===== src/rtl/div_pkg.sv =====
// Shared definitions for the sequential divider: datapath width and FSM state encoding.
package div_pkg;

    // Datapath width shared with the lib adders; default operand width of the divider.
    localparam int unsigned DATAPATH_W = 8;

    typedef enum logic [1:0] {
        S_IDLE = 2'd0,
        S_CALC = 2'd1,
        S_DONE = 2'd2
    } div_state_e;

endpackage


===== src/rtl/seq_restoring_divider_if.sv =====
// Valid/ready request and response bundle for seq_restoring_divider.
interface seq_restoring_divider_if #(
    parameter int unsigned WIDTH = 8
);
    logic             in_valid;
    logic             in_ready;
    logic [WIDTH-1:0] dividend;
    logic [WIDTH-1:0] divisor;
    logic             out_valid;
    logic             out_ready;
    logic [WIDTH-1:0] quotient;
    logic [WIDTH-1:0] remainder;
    logic             div_by_zero;

    // Producer/consumer side.
    modport master (
        output in_valid, dividend, divisor, out_ready,
        input  in_ready, out_valid, quotient, remainder, div_by_zero
    );

    // Divider side.
    modport slave (
        input  in_valid, dividend, divisor, out_ready,
        output in_ready, out_valid, quotient, remainder, div_by_zero
    );
endinterface


===== src/rtl/nbit_adder_subtractor.sv =====
// Ripple-carry adder/subtractor: sum = a + b when sub=0, a - b (two's complement) when sub=1.
module nbit_adder_subtractor #(
    parameter int unsigned N = 9
) (
    input  logic [N-1:0] a,
    input  logic [N-1:0] b,
    input  logic         sub,
    output logic [N-1:0] sum
);
    logic carry;
    logic bx;

    // Subtract inverts b and injects the +1 through the carry-in.
    always_comb begin
        carry = sub;
        bx    = 1'b0;
        sum   = '0;
        for (int unsigned i = 0; i < N; i++) begin
            bx     = b[i] ^ sub;
            sum[i] = a[i] ^ bx ^ carry;
            carry  = (a[i] & bx) | (carry & (a[i] ^ bx));
        end
    end
endmodule


===== src/rtl/seq_restoring_divider.sv =====
// Unsigned restoring divider: one quotient bit per clock, valid/ready on both sides.
module seq_restoring_divider
    import div_pkg::*;
#(
    parameter int unsigned WIDTH = DATAPATH_W,
    parameter int unsigned CNT_W = 4
) (
    input  logic                   clk,
    input  logic                   rst,
    seq_restoring_divider_if.slave bus
);
    div_state_e       state_q, state_d;
    logic [CNT_W-1:0] cnt_q, cnt_d;
    // After every restoring step R < D, so the stored remainder never needs its MSB.
    logic [WIDTH-1:0] r_q, r_d;
    logic [WIDTH-1:0] q_q, q_d;
    logic [WIDTH-1:0] d_q, d_d;
    logic [WIDTH-1:0] quotient_q, quotient_d;
    logic [WIDTH-1:0] remainder_q, remainder_d;
    logic             dbz_q, dbz_d;
    logic             out_valid_q, out_valid_d;
    logic             in_ready_q, in_ready_d;

    logic [WIDTH:0]   r_shift;
    logic [WIDTH:0]   t;
    logic             t_neg;
    logic [WIDTH-1:0] r_iter;
    logic [WIDTH-1:0] q_iter;

    assign r_shift = {r_q, q_q[WIDTH-1]};

    nbit_adder_subtractor #(
        .N (WIDTH + 1)
    ) u_trial_sub (
        .a   (r_shift),
        .b   ({1'b0, d_q}),
        .sub (1'b1),
        .sum (t)
    );

    assign t_neg  = t[WIDTH];
    assign r_iter = t_neg ? r_shift[WIDTH-1:0] : t[WIDTH-1:0];
    assign q_iter = {q_q[WIDTH-2:0], ~t_neg};

    always_comb begin
        state_d     = state_q;
        cnt_d       = cnt_q;
        r_d         = r_q;
        q_d         = q_q;
        d_d         = d_q;
        quotient_d  = quotient_q;
        remainder_d = remainder_q;
        dbz_d       = dbz_q;

        unique case (state_q)
            S_IDLE: begin
                if (bus.in_valid) begin
                    d_d   = bus.divisor;
                    q_d   = bus.dividend;
                    r_d   = '0;
                    cnt_d = '0;
                    if (bus.divisor == '0) begin
                        state_d     = S_DONE;
                        quotient_d  = '1;
                        remainder_d = bus.dividend;
                        dbz_d       = 1'b1;
                    end else begin
                        state_d = S_CALC;
                    end
                end
            end
            S_CALC: begin
                r_d   = r_iter;
                q_d   = q_iter;
                cnt_d = cnt_q + 1'b1;
                if (cnt_q == CNT_W'(WIDTH - 1)) begin
                    state_d     = S_DONE;
                    quotient_d  = q_iter;
                    remainder_d = r_iter;
                    dbz_d       = 1'b0;
                end
            end
            S_DONE: begin
                if (bus.out_ready) begin
                    state_d = S_IDLE;
                end
            end
            default: state_d = S_IDLE;
        endcase

        out_valid_d = (state_d == S_DONE);
        in_ready_d  = (state_d == S_IDLE);
    end

    always_ff @(posedge clk) begin
        if (rst) begin
            state_q     <= S_IDLE;
            cnt_q       <= '0;
            r_q         <= '0;
            q_q         <= '0;
            d_q         <= '0;
            quotient_q  <= '0;
            remainder_q <= '0;
            dbz_q       <= 1'b0;
            out_valid_q <= 1'b0;
            in_ready_q  <= 1'b1;
        end else begin
            state_q     <= state_d;
            cnt_q       <= cnt_d;
            r_q         <= r_d;
            q_q         <= q_d;
            d_q         <= d_d;
            quotient_q  <= quotient_d;
            remainder_q <= remainder_d;
            dbz_q       <= dbz_d;
            out_valid_q <= out_valid_d;
            in_ready_q  <= in_ready_d;
        end
    end

    assign bus.in_ready    = in_ready_q;
    assign bus.out_valid   = out_valid_q;
    assign bus.quotient    = quotient_q;
    assign bus.remainder   = remainder_q;
    assign bus.div_by_zero = dbz_q;
endmodule


===== src/flat_wrapper.sv =====
// flat-port wrapper written by rule: the top's interface ports become plain ports
module seq_restoring_divider_flat import div_pkg::*;
#(
    parameter int unsigned WIDTH = DATAPATH_W,
    parameter int unsigned CNT_W = 4
)
  (clk, rst, bus_in_valid, bus_dividend, bus_divisor, bus_out_ready, bus_in_ready, bus_out_valid, bus_quotient, bus_remainder, bus_div_by_zero);
  seq_restoring_divider_if #(.WIDTH(WIDTH)) bus_i ();
  input  logic clk;
  input  logic rst;
  input wire logic [$bits(bus_i.in_valid)-1:0] bus_in_valid;
  input wire logic [$bits(bus_i.dividend)-1:0] bus_dividend;
  input wire logic [$bits(bus_i.divisor)-1:0] bus_divisor;
  input wire logic [$bits(bus_i.out_ready)-1:0] bus_out_ready;
  output wire logic [$bits(bus_i.in_ready)-1:0] bus_in_ready;
  output wire logic [$bits(bus_i.out_valid)-1:0] bus_out_valid;
  output wire logic [$bits(bus_i.quotient)-1:0] bus_quotient;
  output wire logic [$bits(bus_i.remainder)-1:0] bus_remainder;
  output wire logic [$bits(bus_i.div_by_zero)-1:0] bus_div_by_zero;
  assign bus_i.in_valid = bus_in_valid;
  assign bus_i.dividend = bus_dividend;
  assign bus_i.divisor = bus_divisor;
  assign bus_i.out_ready = bus_out_ready;
  assign bus_in_ready = bus_i.in_ready;
  assign bus_out_valid = bus_i.out_valid;
  assign bus_quotient = bus_i.quotient;
  assign bus_remainder = bus_i.remainder;
  assign bus_div_by_zero = bus_i.div_by_zero;
  seq_restoring_divider #(.WIDTH(WIDTH), .CNT_W(CNT_W)) u_core (.clk(clk), .rst(rst), .bus(bus_i));
endmodule

===== config.mk =====
export PLATFORM = sky130hd
export DESIGN_NAME = seq_restoring_divider_flat
export DESIGN_NICKNAME = d
export VERILOG_FILES = /design/src/rtl/div_pkg.sv /design/src/rtl/seq_restoring_divider_if.sv /design/src/rtl/nbit_adder_subtractor.sv /design/src/rtl/seq_restoring_divider.sv /design/src/flat_wrapper.sv
export SDC_FILE = /design/constraint.sdc
export NUM_CORES = 1
export LEC_CHECK = 0
export BUFFER_PORTS_ARGS = -buffer_cell sky130_fd_sc_hd__buf_2
export CAP_MARGIN = 10
export CORE_MARGIN = 2
export CORE_UTILIZATION = 50
export CTS_BUF_LIST = sky130_fd_sc_hd__clkbuf_8
export DETAILED_ROUTE_END_ITERATION = 8
export PLACE_DENSITY = 0.72
export SETUP_SLACK_MARGIN = 0.3
export SLEW_MARGIN = 25
export SYNTH_ARGS = -nofsm -noshare
export SYNTH_HDL_FRONTEND = slang
export SYNTH_SLANG_ARGS = --single-unit

===== constraint.sdc =====
create_clock -name clk -period 11.46 [get_ports clk]
set_input_delay 1.146 -clock clk [delete_from_list [all_inputs] [get_ports clk]]
set_output_delay 1.146 -clock clk [all_outputs]
set_load 0.01 [all_outputs]

==> results of run 1 <==
[logic make-up (layout without fill, tap and decap cells)]
| kind of cell | Yosys count | after routing | synth area share, % |
|---|---|---|---|
| simple gates | 84 | 84 | 17.83 |
| flops | 49 | 49 | 43.01 |
| xor+xnor | 1 | 1 | 0.3841 |
| buf+inv | 36 | 64 | 7.076 |
| mux | 4 | 4 | 1.755 |
| fa+ha+maj | 9 | 9 | 7.240 |
| compound gates | 68 | 68 | 22.71 |
[worst reg2reg max path, delay by kind of cell, from the launching register on]
kind	cells	cell delay (ns)
mux	1	0.30
buf+inv	5	0.48
flops	1	0.33
xor+xnor	1	0.14
compound gates	2	0.36
fa+ha+maj	8	2.26
[cell type report]
type,count,area [um^2]
clock buffer,6,82.58
clock inverter,2,33.78
fill,420,1822
inverter,17,63.81
multi-input combinational,166,1139
sequential,49,980.9
tap,52,65.06
timing repair buffer,39,197.7
[final timing paths]
| check | cells after the start | endpoint | startpoint | slack [ns] |
|---|---|---|---|---|
| setup / recovery | 17 | u_core.bus.remainder[5]$_SDFFE_PP0P_ | u_core.q_q[7]$_SDFFE_PP0P_ | 7.50 |
| hold / removal | 2 | u_core.bus.quotient[0]$_SDFFE_PP0P_ | u_core.bus.quotient[0]$_SDFFE_PP0P_ | 0.45 |
| setup reg to reg | 17 | u_core.bus.remainder[5]$_SDFFE_PP0P_ | u_core.q_q[7]$_SDFFE_PP0P_ | 7.50 |
| hold reg to reg | 2 | u_core.bus.quotient[0]$_SDFFE_PP0P_ | u_core.bus.quotient[0]$_SDFFE_PP0P_ | 0.45 |
[flip-flops by register name, indices dropped and copies added, names as in the netlist]
name,flops
u_core.bus.div_by_zero,1
u_core.bus.quotient,8
u_core.q_q,8
u_core.bus.in_ready,1
u_core.d_q,8
u_core.r_q,8
u_core.cnt_q,4
u_core.bus.out_valid,1
u_core.state_q,2
u_core.bus.remainder,8
[cells in the mapped netlist, types with 2 or more instances]
cell type                  count
sky130_fd_sc_hd__dfxtp_1      49
sky130_fd_sc_hd__o21a_1        3
sky130_fd_sc_hd__o221a_2       7
sky130_fd_sc_hd__a221oi_2      2
sky130_fd_sc_hd__a21oi_1      17
sky130_fd_sc_hd__nand2_1      48
sky130_fd_sc_hd__mux2i_1       4
sky130_fd_sc_hd__a221oi_1      4
sky130_fd_sc_hd__buf_2         3
sky130_fd_sc_hd__buf_4         2
sky130_fd_sc_hd__clkbuf_1     11
sky130_fd_sc_hd__ha_1          2
sky130_fd_sc_hd__buf_6         2
sky130_fd_sc_hd__and3_1        2
sky130_fd_sc_hd__fa_1          7
sky130_fd_sc_hd__nor2_1       16
sky130_fd_sc_hd__inv_1        17
sky130_fd_sc_hd__o21ai_0       6
sky130_fd_sc_hd__nor4_2        2
sky130_fd_sc_hd__a31oi_1       4
sky130_fd_sc_hd__nand3_1       4
sky130_fd_sc_hd__o211ai_1      4
sky130_fd_sc_hd__nand2b_1      2
sky130_fd_sc_hd__a311oi_1      8
sky130_fd_sc_hd__a31o_2        8
[per-layer routing]
layer  vias to the layer above  part of all wire, %  GRT usage, %
li1                        933                    -             -
met3                         6                  5.9         4.923
met5                         -                    0             0
met4                         0                  1.3         7.757
met1                       885                   47         30.80
met2                        68                   46         33.02
[stage by stage]
| step | cells | instance area [um^2] |
|---|---|---|
| CTS | 331 | 2562 |
| floorplan | 251 | 2281 |
| finish | 331 | 2562 |
| detailed placement | 323 | 2446 |
| global placement | 323 | 2446 |
| global route | 331 | 2562 |
[power by group through the flow]
stage,combinational (uW),clock (uW),sequential [uW]
after floorplan,54.5,0,189
after detailed placement,72.0,0,191
after global placement,69.8,0,191
after CTS,73.0,129,187
final,73.3,127,187
after global routing,82.4,138,189
==> impl_summary.log, run 1 <==
[metrics] result of the run: complete, no violations
[metrics] diode insertion count for antenna repair: 0
[metrics] maximum count of clock buffers along a single path: 2
[metrics] Clock transition at path regs: 0.09 ns
[metrics] global-route congestion overflow total: 0
[metrics] die span in x: 71.54 um
[metrics] mean routed wirelength per cell: 15.83 um
[metrics] clock root buffer: sky130_fd_sc_hd__clkbuf_8
[metrics] maximum level of the CTS H-tree: 2
[metrics] switching power as a share of total power: 28.05%
[metrics] combinational fraction of design power: 18.9%
[metrics] worst hold-check path type: flop to flop
[metrics] TritonCTS Sinks: 49
[metrics] Area growth, synth to finish: 12.34%
[metrics] antenna-violating nets left: 0
[metrics] hold buffer count at CTS: 0
[metrics] minimum setup slack after placement: 7.530 ns
[metrics] fraction of final layout cells sized beyond drive strength 1: 25.09%
[metrics] CTS tree: built
[metrics] number of nets at the end of the flow: 307
[metrics] post-detailed-placement half-perimeter wirelength: 3543 um
[metrics] Avg Cell Area, Syn: 9.087 um^2
[metrics] RSZ-0062 raised after global routing: no
[metrics] final-layout setup total negative slack: 0 ns
[metrics] Final Hold Slack: 0.4522 ns
[metrics] worst skew pair latency: 0.30 ns
[metrics] CP peak stage delay: 0.41 ns
[metrics] leading cell types by total area after synthesis: sky130_fd_sc_hd__dfxtp_1, sky130_fd_sc_hd__nand2_1, sky130_fd_sc_hd__fa_1, sky130_fd_sc_hd__a21oi_1, sky130_fd_sc_hd__o221a_2
[metrics] worst IR drop on VDD: 0.00009061 V
[metrics] starting utilization of the core area: 52.03%
[metrics] Seq cells post-synth: 49
[metrics] worst path bufs/invs: 5
[metrics] via count: 1892
[metrics] type of destination of the critical path: flop
[metrics] total design power: 387.6 uW
[metrics] number of global-route vias before repair: 1712
[metrics] worst-path cell chain: inv_1, ha_1, inv_1, fa_1, inv_1, fa_1, fa_1, fa_1, inv_1, fa_1, fa_1, fa_1, xor2_1, buf_4, mux2i_1, a221oi_1, a31o_2
[metrics] Worst EP arrival: 4.16 ns
[metrics] highest-count cells in the layout ignoring fill and taps: sky130_fd_sc_hd__dfxtp_1, sky130_fd_sc_hd__nand2_1, sky130_fd_sc_hd__buf_2
[metrics] violation count after the first detailed-route iteration: 152
[metrics] net switching power: 108.7 uW
[metrics] final setup violation count: 0
[metrics] syn nets: 280
[metrics] count of buffers inserted at the top-level ports: 38
[metrics] count of synthesis-stage warnings from yosys: 0
[metrics] GRT Resource Usage Total: 21.83%
[metrics] library cell appearing most often on the critical path: sky130_fd_sc_hd__fa_1
[metrics] Hold Vio Cnt, Final: 0
[metrics] Power per Cell Area: 151.3 nW/um^2
[metrics] cell accounting for the most synthesized area: sky130_fd_sc_hd__dfxtp_1
[metrics] total clock buffers created by CTS: 5
[metrics] antenna violations before repair: 0
[metrics] Worst path slowest cell: sky130_fd_sc_hd__fa_1
[metrics] detailed-router iteration count before antenna repair: 4
[metrics] number of flops mapped to enable cells by yosys: 0
[metrics] commonest non-fill, non-tap cell in the layout: sky130_fd_sc_hd__dfxtp_1
[metrics] standard cell core area: 4384 um^2
[metrics] portion of synthesized cell area occupied by the leading cell type: 43.01%
[metrics] sequential share of the synthesized area: 43.01%
[metrics] wire length of the first global-routing pass: 8659 um
[metrics] sequential group share of total power: 48.3%
[metrics] category of the worst setup path launch point: flop
[metrics] Placement Rows: 24
[metrics] max-capacitance violation count: 0
[metrics] Setup Fix Bufs, Post-CTS: 0
[metrics] Syn Std Cell Area: 2281 um^2
[metrics] post-route clock period utilization: 34.58%
[metrics] cell count after synthesis: 251
[metrics] drt via density: 5.716
[metrics] total length of routed wires: 5241 um
[metrics] required time reported for the critical path endpoint: 11.66 ns
[metrics] share of total power in the clock network: 32.8%
[metrics] largest net degree at the start of global routing: 35
[metrics] count of different cell masters after synthesis: 42
[metrics] shortest period the worst path allows: 3.963 ns
[metrics] Top-Level Pins: 39
[metrics] max-slew violation count: 0
[metrics] Pleak: 0.001057 uW
[metrics] die footprint: 5118 um^2
[metrics] proportion of register bits with asynchronous set or reset after synthesis: 0%
[metrics] final core area utilization: 58.45%
[metrics] worst setup path category: flop to flop
[metrics] RD Place Congestion: 0.8314
[metrics] cell internal power dissipation: 278.9 uW
[metrics] measured slew at the worst slew-check pin: 0.8977 ns
[metrics] smallest setup slack after layout: 7.497 ns
[metrics] cts repair resizes: 0
[metrics] top flip-flop cell by instance count after synthesis: sky130_fd_sc_hd__dfxtp_1
[metrics] total DRC errors in the routed layout: 0
[metrics] worst clock skew: 0.007810 ns
[metrics] max frequency: 252.3 MHz
[metrics] Slew HR: 40.15%
[metrics] peak fanout along the critical path: 14
[metrics] dominant delay contributor by cell family on the critical path: adder cells
[metrics] chip height: 71.54 um
No activity file was read; power rests on OpenSTA's default activity.
==> run 2, diff against run 1 <==
Settings changed: PLACE_DENSITY 0.72 to 0.75.
Clock period 11.46 ns to 3.6 ns, I/O delays scaled along.
==> run 2 against run 1 <==
Compared with the run above:
- the run now ends with setup timing left
- global-route usage increased by 0.92 points
- critical path depth unchanged
- sequential share of layout area decreased by 1.6 points
- clock-buffer cell count is 1 lower
- first-iteration DRC count up 30%
- setup slack worse by 7.7 ns
- fmax rose by 5.4%
- cell area is 4.5% higher
- critical path type unchanged
- critical endpoint is now u_core.bus.remainder[6]$_SDFFE_PP0P_
- largest power group unchanged
==> impl_summary.log, run 2 (same netlist as run 1, synthesis figures left out) <==
[metrics] required time reported for the critical path endpoint: 3.80 ns (-7.86 ns)
[metrics] Final Instance Area: 2679 um^2 (+4.5%)
[metrics] worst skew pair latency: 0.31 ns (about the same)
[metrics] Hold Vio Cnt, Final: 0 (unchanged)
[metrics] maximum count of clock buffers along a single path: 2 (unchanged)
[metrics] number of nets at the end of the flow: 316 (+2.9%)
[metrics] max frequency: 265.9 MHz (+5.4%)
[metrics] worst setup path category: flop to flop
[metrics] Final Hold Slack: 0.2969 ns (-0.1554 ns)
[metrics] CTS tree: built
[metrics] Worst EP arrival: 3.96 ns (-0.20 ns)
[metrics] minimum setup slack after placement: -0.03457 ns (-7.564 ns)
[metrics] launching instance or port of the critical path: u_core.q_q[7]$_SDFFE_PP0P_
[metrics] RSZ-0062 raised after global routing: yes
[metrics] chip height: 71.54 um (unchanged)
[metrics] max-capacitance violation count: 0 (unchanged)
[metrics] Multi-input gate area: 1196 um^2 (+5.1%)
[metrics] diode insertion count for antenna repair: 0 (unchanged)
[metrics] drt via density: 5.879 (+2.9%)
[metrics] clock root buffer: sky130_fd_sc_hd__clkbuf_8
[metrics] max-slew violation count: 0 (unchanged)
[metrics] largest net degree at the start of global routing: 35 (unchanged)
[metrics] Power per Cell Area: 489.1 nW/um^2 (+220%)
[metrics] Pleak: 0.001086 uW (+2.7%)
[metrics] post-detailed-placement half-perimeter wirelength: 3548 um (+0.13%)
[metrics] Placement Rows: 24 (unchanged)
[metrics] hold buffer count at CTS: 0 (unchanged)
[metrics] register cell area after layout: 983.4 um^2 (+0.26%)
[metrics] standard cell core area: 4384 um^2 (unchanged)
[metrics] count of buffers inserted at the top-level ports: 38 (unchanged)
[metrics] antenna violations before repair: 0 (unchanged)
[metrics] total clock buffers created by CTS: 5 (unchanged)
[metrics] Slew HR: 36.64% (-3.5 points)
[metrics] category of the worst setup path launch point: flop
[metrics] Clock transition at path regs: 0.09 ns (about the same)
[metrics] number of global-route vias before repair: 1762 (+2.9%)
[metrics] detailed-router iteration count before antenna repair: 5 (+1)
[metrics] shortest period the worst path allows: 3.761 ns (-0.2027 ns)
[metrics] fraction of final layout cells sized beyond drive strength 1: 33.45% (+8.4 points)
[metrics] via count: 1993 (+5.3%)
[metrics] violation count after the first detailed-route iteration: 198 (+30%)
[metrics] commonest non-fill, non-tap cell in the layout: sky130_fd_sc_hd__nand2_1
[metrics] total length of routed wires: 5741 um (+9.5%)
[metrics] starting utilization of the core area: 52.03% (unchanged)
[metrics] fill cell total of the finished layout: 392 (-6.7%)
[metrics] worst hold-check path type: input port to flop
[metrics] Top-Level Pins: 39 (unchanged)
[metrics] result of the run: finished with violations
[metrics] final-layout setup total negative slack: -0.7356 ns (-0.7356 ns)
[metrics] GRT Resource Usage Total: 22.75% (+0.92 points)
[metrics] die footprint: 5118 um^2 (unchanged)
[metrics] highest-count cells in the layout ignoring fill and taps: sky130_fd_sc_hd__nand2_1, sky130_fd_sc_hd__dfxtp_1, sky130_fd_sc_hd__buf_2
[metrics] total DRC errors in the routed layout: 0 (unchanged)
[metrics] Placement Cell Area: 2527 um^2 (+3.3%)
[metrics] RD Place Congestion: 0.8182 (-1.6%)
[metrics] maximum level of the CTS H-tree: 2 (unchanged)
[metrics] violations in the final reports: setup timing
[metrics] global-route congestion overflow total: 0 (unchanged)
[metrics] wire length of the first global-routing pass: 9032 um (+4.3%)
[metrics] worst IR drop on VDD: 0.0001732 V (+91%)
[metrics] peak fanout along the critical path: 3 (-11)
[metrics] r2r startpoint: u_core.q_q[7]$_SDFFE_PP0P_
[metrics] measured slew at the worst slew-check pin: 0.9503 ns (+0.05260 ns)
[metrics] TritonCTS Sinks: 49 (unchanged)
[metrics] post-route clock period utilization: 104.5% (+70 points)
[metrics] final setup violation count: 10 (+10)
[metrics] smallest setup slack after layout: -0.1607 ns (-7.657 ns)
[metrics] Area growth, synth to finish: 17.44%
[metrics] total design power: 1310 uW (+240%)
[metrics] origin of the worst min-delay path: bus_divisor[7]
[metrics] mean routed wirelength per cell: 16.94 um (+7.0%)
[metrics] type of destination of the critical path: flop
[metrics] antenna-violating nets left: 0 (unchanged)
[metrics] die span in x: 71.54 um (unchanged)
[metrics] worst clock skew: 0.008469 ns (+0.0006585 ns)
[run 2: cell type report]
cell class / instances / area share (%)
Clock buffer: 5 / 2.569
Clock inverter: 2 / 1.308
Inverter: 17 / 2.382
Multi-Input combinational cell: 166 / 44.65
Sequential cell: 49 / 36.71
Tap cell: 52 / 2.429
Timing Repair Buffer: 48 / 9.949
[run 2: metal layers]
| layer | track usage (%) | wire, um | vias to the layer above |
|---|---|---|---|
| met5 | 0 | 0 | - |
| li1 | - | - | 948 |
| met2 | 34.98 | 2853 | 81 |
| met3 | 5.345 | 385 | 13 |
| met4 | 7.128 | 105 | 0 |
| met1 | 31.87 | 2397 | 951 |
[run 2: worst max-delay path, stage by stage (launching register included)]
cell                       delay, ns
sky130_fd_sc_hd__dfxtp_2        0.34
sky130_fd_sc_hd__inv_2          0.06
sky130_fd_sc_hd__ha_4           0.12
sky130_fd_sc_hd__inv_2          0.03
sky130_fd_sc_hd__fa_2           0.37
sky130_fd_sc_hd__inv_2          0.06
sky130_fd_sc_hd__fa_2           0.19
sky130_fd_sc_hd__fa_2           0.20
sky130_fd_sc_hd__fa_2           0.20
sky130_fd_sc_hd__inv_2          0.04
sky130_fd_sc_hd__fa_2           0.34
sky130_fd_sc_hd__fa_2           0.35
sky130_fd_sc_hd__fa_2           0.38
sky130_fd_sc_hd__xor2_4         0.16
sky130_fd_sc_hd__buf_4          0.16
sky130_fd_sc_hd__mux2i_1        0.26
sky130_fd_sc_hd__a221oi_1       0.14
sky130_fd_sc_hd__a31o_2         0.24
[run 2: power by group]
group	internal [uW]	switching [uW]
logic	156	169
clock network	202	181
registers	571	31.1
total	929	381
[run 2: worst paths after layout]
kind                                                to  slack (ns)  cells after the start
setup / recovery  u_core.bus.remainder[6]$_SDFFE_PP0P_       -0.16                     17
setup reg to reg  u_core.bus.remainder[6]$_SDFFE_PP0P_       -0.16                     17
hold / removal              u_core.d_q[7]$_SDFFE_PP0P_        0.30                      3
hold reg to reg    u_core.bus.quotient[0]$_SDFFE_PP0P_        0.45                      2
[run 2: what timing repair did]
action / in CTS / in global routing
endpoints found under the hold margin: 0 / 0
setup endpoints to repair: 17 / 18
gates resized for setup: 0 / 3
gates cloned: 0 / 1
pin swaps: 2 / 4
buffers inserted: 1 / 3
[run 2: metrics by stage]
| step | cells | utilization (%) |
|---|---|---|
| after floorplan | 251 | - |
| after CTS | 335 | 60.19 |
| after global routing | 339 | 61.10 |
| after global placement | 327 | 57.65 |
| after detailed placement | 327 | 57.65 |
| final | 339 | 61.10 |
==> run 3, diff against run 2 <==
Settings changed: CORE_UTILIZATION 50 to 35, PLACE_DENSITY 0.75 to default.
==> run 3 against run 2 <==
Compared with the run above:
- the run still ends with setup timing left
- setup slack better by 0.11 ns
- clock power shrank 1%
- final cell count increased by 6.2%
- non-clock buffer count down 4
- register-to-register slack gained 0.11 ns
- clock skew down 0.00095 ns
==> impl_summary.log, run 3 (same netlist as run 1, synthesis figures left out) <==
[metrics] Clock transition at path regs: 0.09 ns (about the same)
[metrics] drt via density: 5.189 (-12%)
[metrics] worst IR drop on VDD: 0.0002467 V (+42%)
[metrics] violation count after the first detailed-route iteration: 111 (-44%)
[metrics] worst clock skew: 0.007522 ns (-0.0009470 ns)
[metrics] Power per Cell Area: 463.6 nW/um^2 (-5.2%)
[metrics] Hold Vio Cnt, Final: 0 (unchanged)
[metrics] CTS tree: built
[metrics] fraction of final layout cells sized beyond drive strength 1: 31.80% (-1.6 points)
[metrics] Multi-input gate area: 1187 um^2 (-0.73%)
[metrics] register cell area after layout: 983.4 um^2 (unchanged)
[metrics] global-route congestion overflow total: 0 (unchanged)
[metrics] maximum level of the CTS H-tree: 2 (unchanged)
[metrics] type of destination of the critical path: flop
[metrics] fill cell total of the finished layout: 644 (+64%)
[metrics] via count: 1868 (-6.3%)
[metrics] post-detailed-placement half-perimeter wirelength: 3803 um (+7.2%)
[metrics] Setup Fix Bufs, Post-CTS: 0 (-1)
[metrics] post-route clock period utilization: 101.4% (-3.0 points)
[metrics] die footprint: 7178 um^2 (+40%)
[metrics] smallest setup slack after layout: -0.05186 ns (+0.1088 ns)
[metrics] RD Place Congestion: 0.7749 (-5.3%)
[metrics] Final Instance Area: 2670 um^2 (-0.33%)
[metrics] Slew HR: 40.58% (+3.9 points)
[metrics] total clock buffers created by CTS: 5 (unchanged)
[metrics] die span in x: 84.73 um (+18%)
[metrics] cts repair resizes: 0 (unchanged)
[metrics] number of global-route vias before repair: 1846 (+4.8%)
[metrics] TritonCTS Sinks: 49 (unchanged)
[metrics] category of the worst setup path launch point: flop
[metrics] max-slew violation count: 0 (unchanged)
[metrics] max-capacitance violation count: 0 (unchanged)
[metrics] number of nets at the end of the flow: 312 (-1.3%)
[metrics] antenna-violating nets left: 0 (unchanged)
[metrics] required time reported for the critical path endpoint: 3.80 ns (about the same)
[metrics] worst skew pair latency: 0.30 ns (about the same)
[metrics] count of buffers inserted at the top-level ports: 38 (unchanged)
[metrics] largest net degree at the start of global routing: 35 (unchanged)
[metrics] violations in the final reports: setup timing
[metrics] mean routed wirelength per cell: 15.16 um (-11%)
[metrics] standard cell core area: 6314 um^2 (+44%)
[metrics] Worst EP arrival: 3.85 ns (-0.11 ns)
[metrics] measured slew at the worst slew-check pin: 0.8913 ns (-0.05908 ns)
[metrics] final setup violation count: 4 (-6)
[metrics] Pleak: 0.001067 uW (-1.8%)
[metrics] chip height: 84.73 um (+18%)
[metrics] commonest non-fill, non-tap cell in the layout: sky130_fd_sc_hd__nand2_1
[metrics] starting utilization of the core area: 36.13% (-16 points)
[metrics] Top-Level Pins: 39 (unchanged)
[metrics] max frequency: 273.8 MHz (+3.0%)
[metrics] shortest period the worst path allows: 3.652 ns (-0.1088 ns)
[metrics] GRT Resource Usage Total: 16.37% (-6.4 points)
[metrics] RSZ-0062 raised after global routing: yes
[metrics] path depth of the worst reg2reg path: 16 (-1)
[metrics] wire length of the first global-routing pass: 9363 um (+3.7%)
[metrics] detailed-router iteration count before antenna repair: 4 (-1)
[metrics] result of the run: finished with violations
[metrics] diode insertion count for antenna repair: 0 (unchanged)
[metrics] Area growth, synth to finish: 17.06%
[metrics] Placement Rows: 29 (+21%)
[metrics] highest-count cells in the layout ignoring fill and taps: sky130_fd_sc_hd__nand2_1, sky130_fd_sc_hd__dfxtp_1, sky130_fd_sc_hd__buf_2
[metrics] worst hold-check path type: input port to flop
[metrics] total DRC errors in the routed layout: 0 (unchanged)
[metrics] worst setup path category: flop to flop
[metrics] clock root buffer: sky130_fd_sc_hd__clkbuf_8
[metrics] peak fanout along the critical path: 6 (+3)
[metrics] final core area utilization: 42.29% (-19 points)
[metrics] total length of routed wires: 5456 um (-5.0%)
[metrics] antenna violations before repair: 0 (unchanged)
[metrics] Hold Path Cell Cnt: 3 (unchanged)
[metrics] maximum count of clock buffers along a single path: 2 (unchanged)
[metrics] Placement Cell Area: 2566 um^2 (+1.5%)
==> run 3: cell types whose count changed in the layout (fill, tap and decap cells not counted), sizes merged <==
cell,before,now
buf,48,44
==> run 3: worst max-delay path, cell delays in order (launching register included) <==
cell and delay (ns):
sky130_fd_sc_hd__dfxtp_2 0.33, sky130_fd_sc_hd__inv_2 0.05, sky130_fd_sc_hd__ha_4 0.11, sky130_fd_sc_hd__inv_2 0.04, sky130_fd_sc_hd__fa_2 0.38, sky130_fd_sc_hd__inv_2 0.06
sky130_fd_sc_hd__fa_2 0.18, sky130_fd_sc_hd__fa_2 0.19, sky130_fd_sc_hd__fa_2 0.19, sky130_fd_sc_hd__inv_2 0.04, sky130_fd_sc_hd__fa_2 0.33, sky130_fd_sc_hd__fa_2 0.35
sky130_fd_sc_hd__fa_2 0.38, sky130_fd_sc_hd__xor2_4 0.26, sky130_fd_sc_hd__mux2i_1 0.32, sky130_fd_sc_hd__a221oi_1 0.12, sky130_fd_sc_hd__a31o_2 0.22
==> run 3: layout make-up <==
class                   count  area share (%)
multi-input cells         166           44.47
flip-flops and latches     49           36.83
repair buffers             44           8.810
well taps                  77           3.608
clock buffers               5           2.577
inverters                  17           2.390
clock inverters             2           1.312
==> run 3: metrics by stage <==
step                std cells  hold slack [ns]  setup WS (ns)  setup TNS, ns  power (uW)
detailed placement        353           0.4496       -0.07907        -0.2972       872.7
floorplan                 251           0.4363         0.1187              0       806.6
CTS                       360           0.3035       -0.06569        -0.1696        1252
global route              360           0.3154        -0.2179         -2.556        1312
global placement          353           0.4472       0.009629              0       870.5
finish                    360           0.3146       -0.05186        -0.1254        1238
==> run 3: worst paths after layout <==
kind                               from                                   end  slack (ns)
max          u_core.q_q[7]$_SDFFE_PP0P_  u_core.bus.remainder[5]$_SDFFE_PP0P_       -0.05
max reg2reg  u_core.q_q[7]$_SDFFE_PP0P_  u_core.bus.remainder[5]$_SDFFE_PP0P_       -0.05
min                      bus_divisor[7]            u_core.d_q[7]$_SDFFE_PP0P_        0.31
min reg2reg  u_core.d_q[5]$_SDFFE_PP0P_            u_core.d_q[5]$_SDFFE_PP0P_        0.46
==> run 3: metal layers <==
layer	track usage, %	vias up	part of all wire [%]
met2	26.49	48	47
met3	4.031	2	5.0
li1	-	942	-
met4	3.896	0	0.46
met1	22.15	876	47
met5	0	-	0
==> run 3: report_power, final <==
group | switching, uW | internal, uW | total [uW]
combinational | 146 | 114 | 260
clock | 177 | 202 | 379
sequential | 28.7 | 571 | 599
total | 351 | 886 | 1240
==> run 3: repair_timing <==
| item | in CTS | in global routing |
|---|---|---|
| pin swaps | 3 | 0 |
| setup endpoints to repair | 18 | 18 |
| hold buffers | 0 | 0 |
| endpoints found under the hold margin | 0 | 0 |
